File: config.mk
export PLATFORM = sky130hd
export DESIGN_NAME = brush_painter_flat
export DESIGN_NICKNAME = d
export VERILOG_FILES = /design/src/rtl/brush_painter_if.sv /design/src/rtl/brush_painter.sv /design/src/flat_wrapper.sv
export SDC_FILE = /design/constraint.sdc
export NUM_CORES = 1
export LEC_CHECK = 0
export BUFFER_PORTS_ARGS = -buffer_cell sky130_fd_sc_hd__buf_2
export CORE_UTILIZATION = 34
export DETAILED_ROUTE_END_ITERATION = 16
export MAX_ROUTING_LAYER = met4
export PLACE_DENSITY = 0.55
export SLEW_MARGIN = 10
export SYNTH_ARGS = -nofsm -noshare
export SYNTH_HDL_FRONTEND = slang
export SYNTH_SLANG_ARGS = --single-unit
File: constraint.sdc
create_clock -name clk -period 11.6 [get_ports clk]
set_input_delay 0.58 -clock clk [delete_from_list [all_inputs] [get_ports clk]]
set_output_delay 0.58 -clock clk [all_outputs]
set_load 0.005 [all_outputs]
File: src/rtl/brush_painter_if.sv
// Brush painter bus interface.
//   master: decode side, drives brush/config strobes and watches frame-buffer writes.
//   slave : the painter, consumes brush/config and drives the frame-buffer write port.
// Signals:
//   brushUpdate, x, y            brush-event level strobe and coordinates
//   newColorUpdate, updateConfig colour value and config level strobe
//   memWe, memAddr, memData      frame-buffer write port
//   busy, overflow               painter activity and sticky drop flag
interface brush_painter_if #(
  parameter int unsigned ADDR_W = 15
);
  logic              brushUpdate;
  logic [7:0]        x;
  logic [7:0]        y;
  logic [2:0]        newColorUpdate;
  logic              updateConfig;
  logic              memWe;
  logic [ADDR_W-1:0] memAddr;
  logic [2:0]        memData;
  logic              busy;
  logic              overflow;

  modport master (
    output brushUpdate, x, y, newColorUpdate, updateConfig,
    input  memWe, memAddr, memData, busy, overflow
  );

  modport slave (
    input  brushUpdate, x, y, newColorUpdate, updateConfig,
    output memWe, memAddr, memData, busy, overflow
  );
endinterface

File: src/rtl/brush_painter.sv
// Brush painter: queues brush events from the decode stage and rasterises each into a
// BRUSH x BRUSH square of frame-buffer writes, one pixel per clock.
// Ports:
//   clk    system clock
//   reset  asynchronous, active-high reset
//   bus    brush_painter_if slave: brush/config strobes in, frame-buffer writes,
//          busy and sticky overflow out
module brush_painter #(
  parameter int unsigned WIDTH      = 160,
  parameter int unsigned HEIGHT     = 120,
  parameter int unsigned BRUSH      = 3,
  parameter int unsigned FIFO_DEPTH = 4,
  parameter int unsigned ADDR_W     = 15
) (
  input  logic           clk,
  input  logic           reset,
  brush_painter_if.slave bus
);

  localparam int unsigned PtrW     = $clog2(FIFO_DEPTH);
  localparam logic [2:0]  BrushMax = 3'(BRUSH - 1);
  localparam logic [8:0]  WidthL   = 9'(WIDTH);
  localparam logic [8:0]  HeightL  = 9'(HEIGHT);

  typedef enum logic [1:0] {StIdle, StLoad, StPaint} state_e;

  state_e state_q, state_d;

  logic brush_q, cfg_q;
  logic brush_ev, cfg_ev;
  logic [2:0] cur_color_q;
  logic [2:0] color_sel;

  // FIFO entry layout: {x, y, colour}
  logic [18:0]     fifo_q [FIFO_DEPTH];
  logic [PtrW-1:0] wr_ptr_q, rd_ptr_q;
  logic [PtrW:0]   count_q, count_d;
  logic            fifo_empty, fifo_full;
  logic            push, pop;
  logic [18:0]     head;

  logic [7:0] x0_q, y0_q;
  logic [2:0] col_q;
  logic [2:0] dx_q, dx_d, dy_q, dy_d;

  logic [8:0]        px, py;
  logic              mem_we;
  logic [ADDR_W-1:0] pix_addr;
  logic [ADDR_W-1:0] addr_q;
  logic [2:0]        data_q;
  logic              overflow_q;

  assign brush_ev = bus.brushUpdate & ~brush_q;
  assign cfg_ev   = bus.updateConfig & ~cfg_q;
  // A config arriving in the same cycle as a brush event applies to that event.
  assign color_sel = cfg_ev ? bus.newColorUpdate : cur_color_q;

  assign fifo_empty = (count_q == '0);
  assign fifo_full  = (count_q == (PtrW + 1)'(FIFO_DEPTH));
  assign pop        = (state_q == StLoad);
  // A pop in the same cycle frees the slot, so a full FIFO can still accept.
  assign push       = brush_ev & (~fifo_full | pop);
  assign head       = fifo_q[rd_ptr_q];

  always_comb begin
    count_d = count_q;
    if (push && !pop) begin
      count_d = count_q + 1'b1;
    end else if (pop && !push) begin
      count_d = count_q - 1'b1;
    end
  end

  always_ff @(posedge clk or posedge reset) begin
    if (reset) begin
      brush_q     <= 1'b0;
      cfg_q       <= 1'b0;
      cur_color_q <= 3'b111;
      wr_ptr_q    <= '0;
      rd_ptr_q    <= '0;
      count_q     <= '0;
      overflow_q  <= 1'b0;
      for (int i = 0; i < int'(FIFO_DEPTH); i++) begin
        fifo_q[i] <= '0;
      end
    end else begin
      brush_q <= bus.brushUpdate;
      cfg_q   <= bus.updateConfig;
      count_q <= count_d;
      if (cfg_ev) begin
        cur_color_q <= bus.newColorUpdate;
      end
      if (push) begin
        fifo_q[wr_ptr_q] <= {bus.x, bus.y, color_sel};
        wr_ptr_q         <= wr_ptr_q + 1'b1;
      end
      if (pop) begin
        rd_ptr_q <= rd_ptr_q + 1'b1;
      end
      if (brush_ev && !push) begin
        overflow_q <= 1'b1;
      end
    end
  end

  always_comb begin
    state_d = state_q;
    dx_d    = dx_q;
    dy_d    = dy_q;
    unique case (state_q)
      StIdle: begin
        if (!fifo_empty) begin
          state_d = StLoad;
        end
      end
      StLoad: begin
        state_d = StPaint;
        dx_d    = 3'd0;
        dy_d    = 3'd0;
      end
      StPaint: begin
        if (dx_q == BrushMax) begin
          dx_d = 3'd0;
          if (dy_q == BrushMax) begin
            state_d = StIdle;
          end else begin
            dy_d = dy_q + 3'd1;
          end
        end else begin
          dx_d = dx_q + 3'd1;
        end
      end
      default: state_d = StIdle;
    endcase
  end

  always_ff @(posedge clk or posedge reset) begin
    if (reset) begin
      state_q <= StIdle;
      dx_q    <= 3'd0;
      dy_q    <= 3'd0;
      x0_q    <= 8'd0;
      y0_q    <= 8'd0;
      col_q   <= 3'd0;
      addr_q  <= '0;
      data_q  <= 3'd0;
    end else begin
      state_q <= state_d;
      dx_q    <= dx_d;
      dy_q    <= dy_d;
      if (state_q == StLoad) begin
        x0_q  <= head[18:11];
        y0_q  <= head[10:3];
        col_q <= head[2:0];
      end
      if (mem_we) begin
        addr_q <= pix_addr;
        data_q <= col_q;
      end
    end
  end

  // 9-bit sums so squares near the right/bottom edge clip rather than wrap.
  assign px       = {1'b0, x0_q} + {6'd0, dx_q};
  assign py       = {1'b0, y0_q} + {6'd0, dy_q};
  assign mem_we   = (state_q == StPaint) && (px < WidthL) && (py < HeightL);
  assign pix_addr = ADDR_W'(py) * ADDR_W'(WIDTH) + ADDR_W'(px);

  // Address/data hold their last written value on clipped or idle cycles.
  assign bus.memWe    = mem_we;
  assign bus.memAddr  = mem_we ? pix_addr : addr_q;
  assign bus.memData  = mem_we ? col_q : data_q;
  assign bus.busy     = (state_q != StIdle) | ~fifo_empty;
  assign bus.overflow = overflow_q;

endmodule

File: src/flat_wrapper.sv
// flat-port wrapper written by rule: the top's interface ports become plain ports
module brush_painter_flat 
#(
  parameter int unsigned WIDTH      = 160,
  parameter int unsigned HEIGHT     = 120,
  parameter int unsigned BRUSH      = 3,
  parameter int unsigned FIFO_DEPTH = 4,
  parameter int unsigned ADDR_W     = 15
)
  (clk, reset, bus_brushUpdate, bus_x, bus_y, bus_newColorUpdate, bus_updateConfig, bus_memWe, bus_memAddr, bus_memData, bus_busy, bus_overflow);
  brush_painter_if #(.ADDR_W(ADDR_W)) bus_i ();
  input  logic clk;
  input  logic reset;
  input wire logic [$bits(bus_i.brushUpdate)-1:0] bus_brushUpdate;
  input wire logic [$bits(bus_i.x)-1:0] bus_x;
  input wire logic [$bits(bus_i.y)-1:0] bus_y;
  input wire logic [$bits(bus_i.newColorUpdate)-1:0] bus_newColorUpdate;
  input wire logic [$bits(bus_i.updateConfig)-1:0] bus_updateConfig;
  output wire logic [$bits(bus_i.memWe)-1:0] bus_memWe;
  output wire logic [$bits(bus_i.memAddr)-1:0] bus_memAddr;
  output wire logic [$bits(bus_i.memData)-1:0] bus_memData;
  output wire logic [$bits(bus_i.busy)-1:0] bus_busy;
  output wire logic [$bits(bus_i.overflow)-1:0] bus_overflow;
  assign bus_i.brushUpdate = bus_brushUpdate;
  assign bus_i.x = bus_x;
  assign bus_i.y = bus_y;
  assign bus_i.newColorUpdate = bus_newColorUpdate;
  assign bus_i.updateConfig = bus_updateConfig;
  assign bus_memWe = bus_i.memWe;
  assign bus_memAddr = bus_i.memAddr;
  assign bus_memData = bus_i.memData;
  assign bus_busy = bus_i.busy;
  assign bus_overflow = bus_i.overflow;
  brush_painter #(.WIDTH(WIDTH), .HEIGHT(HEIGHT), .BRUSH(BRUSH), .FIFO_DEPTH(FIFO_DEPTH), .ADDR_W(ADDR_W)) u_core (.clk(clk), .reset(reset), .bus(bus_i));
endmodule
==> impl_metrics.py <==
metrics = {
    "global_route": {
        "antenna_found_initial": 0,
        "grt_overflow": 0,
        "grt_pass1_wl_um": 22700,
        "use_met1_pct": 18.4,
        "grt_busiest_layer": "met2",
        "gr-usage-all-layers_pct": 15.3,
        "globalRouteMet2Util_pct": 25.3,
        "use_met3_pct": 3.62,
        "grt_pass1_vias": 4425,
        "grt_max_degree": 82,
    },
    "finish": {
        "nets": 634,
        "synthToLayoutAreaGrowth_pct": 15.6,
        "design_area_mm2": 0.00782,
        "antenna_cells": 0,
        "drive_gt1_share_pct": 34.9,
    },
    "yosys": {
        "syn_inst": 528,
        "netlist_area_mm2": 0.00676,
        "synth.top_cells.by_count": "dfrtp_1 (131), mux2_2 (90), nand2_1 (35)",
        "async_flop_share_pct": 100,
        "synthFlopType": "dfrtp_1",
        "synth_nets": 587,
        "yosys_warnings": 0,
        "synth_edf_count": 0,
        "synth_top_area_share_pct": 48.5,
        "synth_seq_cells": 134,
        "syn_area_per_cell_um2": 12.8,
        "yosysTopAreaCell": "dfrtp_1",
        "synth_area_leaders": "dfrtp_1 (49%), mux2_2 (15%), mux4_2 (6.3%)",
        "yosysUniqueCellTypes": 53,
        "ys_seq_area_share_pct": 49.7,
        "synth_most_common_cell": "dfrtp_1",
    },
    "worst_hold_path": {
        "hold_path.class": "primary input to flop",
    },
    "timing": {
        "setup_viol": 0,
        "drv_slew": 0,
        "finalCritPeriodShare_pct": 43.0,
        "finClkSkew_ns": 0.0143,
        "rsz0062_at_grt": "false",
        "tightestPinTransition_ns": 1.15,
        "hold_slack_ns": 0.286,
        "finalSetupTns_ns": 0,
        "hold_viol": 0,
        "relSlewSlack_pct": 23.4,
        "clock.fmax_ghz": 0.201,
        "layout_min_cycle_time_ns": 4.99,
        "setup_ws_ns": 6.61,
    },
    "setup_path": {
        "path_class": "flop to output port",
        "crit_top_cell": "ha_1",
        "worstPathArrival_ns": 4.41,
        "worst-path-buf-inv": 2,
        "critPathRequiredTime_ns": 11.02,
        "start_kind": "flop",
        "cp_max_fo": 6,
        "crit_path_end_kind": "output port",
        "cp_top_family": "adder cells",
        "cp_slowest_cell": "fa_1",
        "cp_cell_sequence": "ha_1, a21o_1, a211oi_2, nor2_1, ha_1, ha_1, inv_1, fa_1, xor2_1, or2_2, nor4_1, nand3_1, a21o_1, a31oi_1, buf_2",
        "cpPeakStageDelay_ns": 0.46,
    },
    "drt": {
        "viasPerCell": 4.97,
        "vias": 4240,
        "drt_iter0_drc": 171,
        "routed_wl_um": 13700,
        "wl_per_cell_um": 16.1,
        "ant_nets": 0,
        "drc": 0,
        "dr.pass1.iters": 4,
    },
    "floorplan": {
        "fp.coreArea_mm2": 0.0195,
        "fp-row-count": 51,
        "die_area_mm2": 0.0204,
        "io_pins": 44,
        "die_y_um": 143,
        "die_x_um": 143,
        "initial_core_util_pct": 34.7,
    },
    "pwr": {
        "power.share.clock_pct": 21.3,
        "powerDensity_mw_per_mm2": 314,
        "pwr-share-comb_pct": 44.0,
        "swShare_pct": 35.6,
        "p_total_uw": 2460,
        "intPower_uw": 1580,
        "ir_drop_uv": 97.4,
        "p_sw_uw": 875,
        "power.leakage_uw": 0.00348,
        "seqPwrFrac_pct": 34.7,
    },
    "clock_network": {
        "root_buffer": "clkbuf_16",
        "clk_latency_ns": 0.42,
        "post_cts_buffers": 0,
        "cts-resized-gates": 0,
        "ctsHoldBuffers": 0,
        "cts_buffers": 17,
        "htreeDepth": 4,
        "clock-sinks": 134,
        "cts_tree": "yes",
        "cts_buffer_depth": 2,
        "clk_pin_slew_ns": 0.06,
    },
    "run_status": {
        "outcome": "complete, no violations",
    },
    "placed_design": {
        "place_ws_ns": 7.04,
        "gp_congestion": 0.884,
        "post_dp_cell_area_mm2": 0.00724,
        "dp_hpwl_um": 9730,
        "portBuffers": 43,
    },
    "run": {
        "max-cap-violations": 0,
    },
}
## cells in the final DEF, fill, tap and decap left out, types with 4 or more instances in the layout
cell	instances
inv_1	27
mux2i_1	4
a211oi_1	4
a21oi_1	15
clkbuf_16	17
xnor2_1	21
o21ai_0	28
nor2_1	20
inv_6	7
mux4_2	19
nand3_1	7
buf_2	43
xor2_1	10
nor2b_1	6
dfrtp_1	131
mux2_4	5
fa_1	5
mux2_2	90
a21o_1	6
ha_1	31
nand2_1	35
## state kept, by name (all words and copies together) (netlist names), 3 cells and up
signal	cells
u_core.fifo_q	76
u_core.count_q	3
u_core.dx_q	3
u_core.addr_q	15
u_core.dy_q	3
u_core.x0_q	8
u_core.data_q	3
u_core.col_q	3
u_core.cur_color_q	3
u_core.y0_q	8
## logic make-up after synthesis
| group | share of synthesized area (%) |
|---|---|
| buffers and inverters | 3.02 |
| AO/OA/AOI/OAI | 6.91 |
| flip-flops | 49.7 |
| XOR/XNOR | 4.02 |
| AND/OR/NAND/NOR | 6.15 |
| adder cells (fa/ha/maj) | 7.22 |
| multiplexers | 23.0 |
## power by group through the flow
stage / Sequential [uW] / Clock, uW / Combinational (uW)
2_1_floorplan: 780 / 0 / 879
3_3_place_gp: 842 / 0 / 1060
3_5_place_dp: 860 / 0 / 1090
4_1_cts: 854 / 535 / 1100
5_1_grt: 880 / 555 / 1210
6_report: 852 / 523 / 1080
## through the flow
stage | util (%) | cells
2_1_floorplan | - | 528
3_3_place_gp | 37.2 | 821
3_5_place_dp | 37.2 | 821
4_1_cts | 40.2 | 853
5_1_grt | 40.2 | 853
6_report | 40.2 | 853
## routing by layer
metal  wire length (um)  share of wire (%)
met1               6190                 45
met2               6930                 50
met3                387                2.8
met4                237                1.7
met5                  0                  0
## path summary, 6_finish.rpt
check	startpoint	end	slack, ns	depth (start not counted)
worst max-delay path	u_core.dy_q[1]	bus_memAddr[14]	6.61	15
worst max register to register	u_core.dy_q[1]	u_core.addr_q[14]	7.66	14
min in group asynchronous	reset	u_core.wr_ptr_q[1]	0.38	2
worst min register to register	u_core.bus.overflow	u_core.bus.overflow	0.47	1
worst min-delay path	bus_updateConfig	u_core.cfg_q	0.29	1
max in group asynchronous	reset	u_core.addr_q[9]	9.95	3
## final cells by class
class | instances | area, um2
Clock buffer | 19 | 443
Sequential cell | 134 | 3360
Timing Repair Buffer | 46 | 238
Inverter | 29 | 113
Fill cell | 1864 | 11600
Multi-Input combinational cell | 347 | 3200
Clock inverter | 13 | 135
Tap cell | 265 | 332
## worst reg2reg max path, stage by stage (launching register included)
cell and delay (ns):
dfrtp_1 0.45, ha_1 0.34, a21o_1 0.22, a211oi_2 0.29, nor2_1 0.10, ha_1 0.29, ha_1 0.18, inv_1 0.07
fa_1 0.46, xor2_1 0.18, or2_2 0.29, nor4_1 0.42, nand3_1 0.16, a21o_1 0.18, a31oi_1 0.21
No activity file was read; power rests on OpenSTA's default activity.
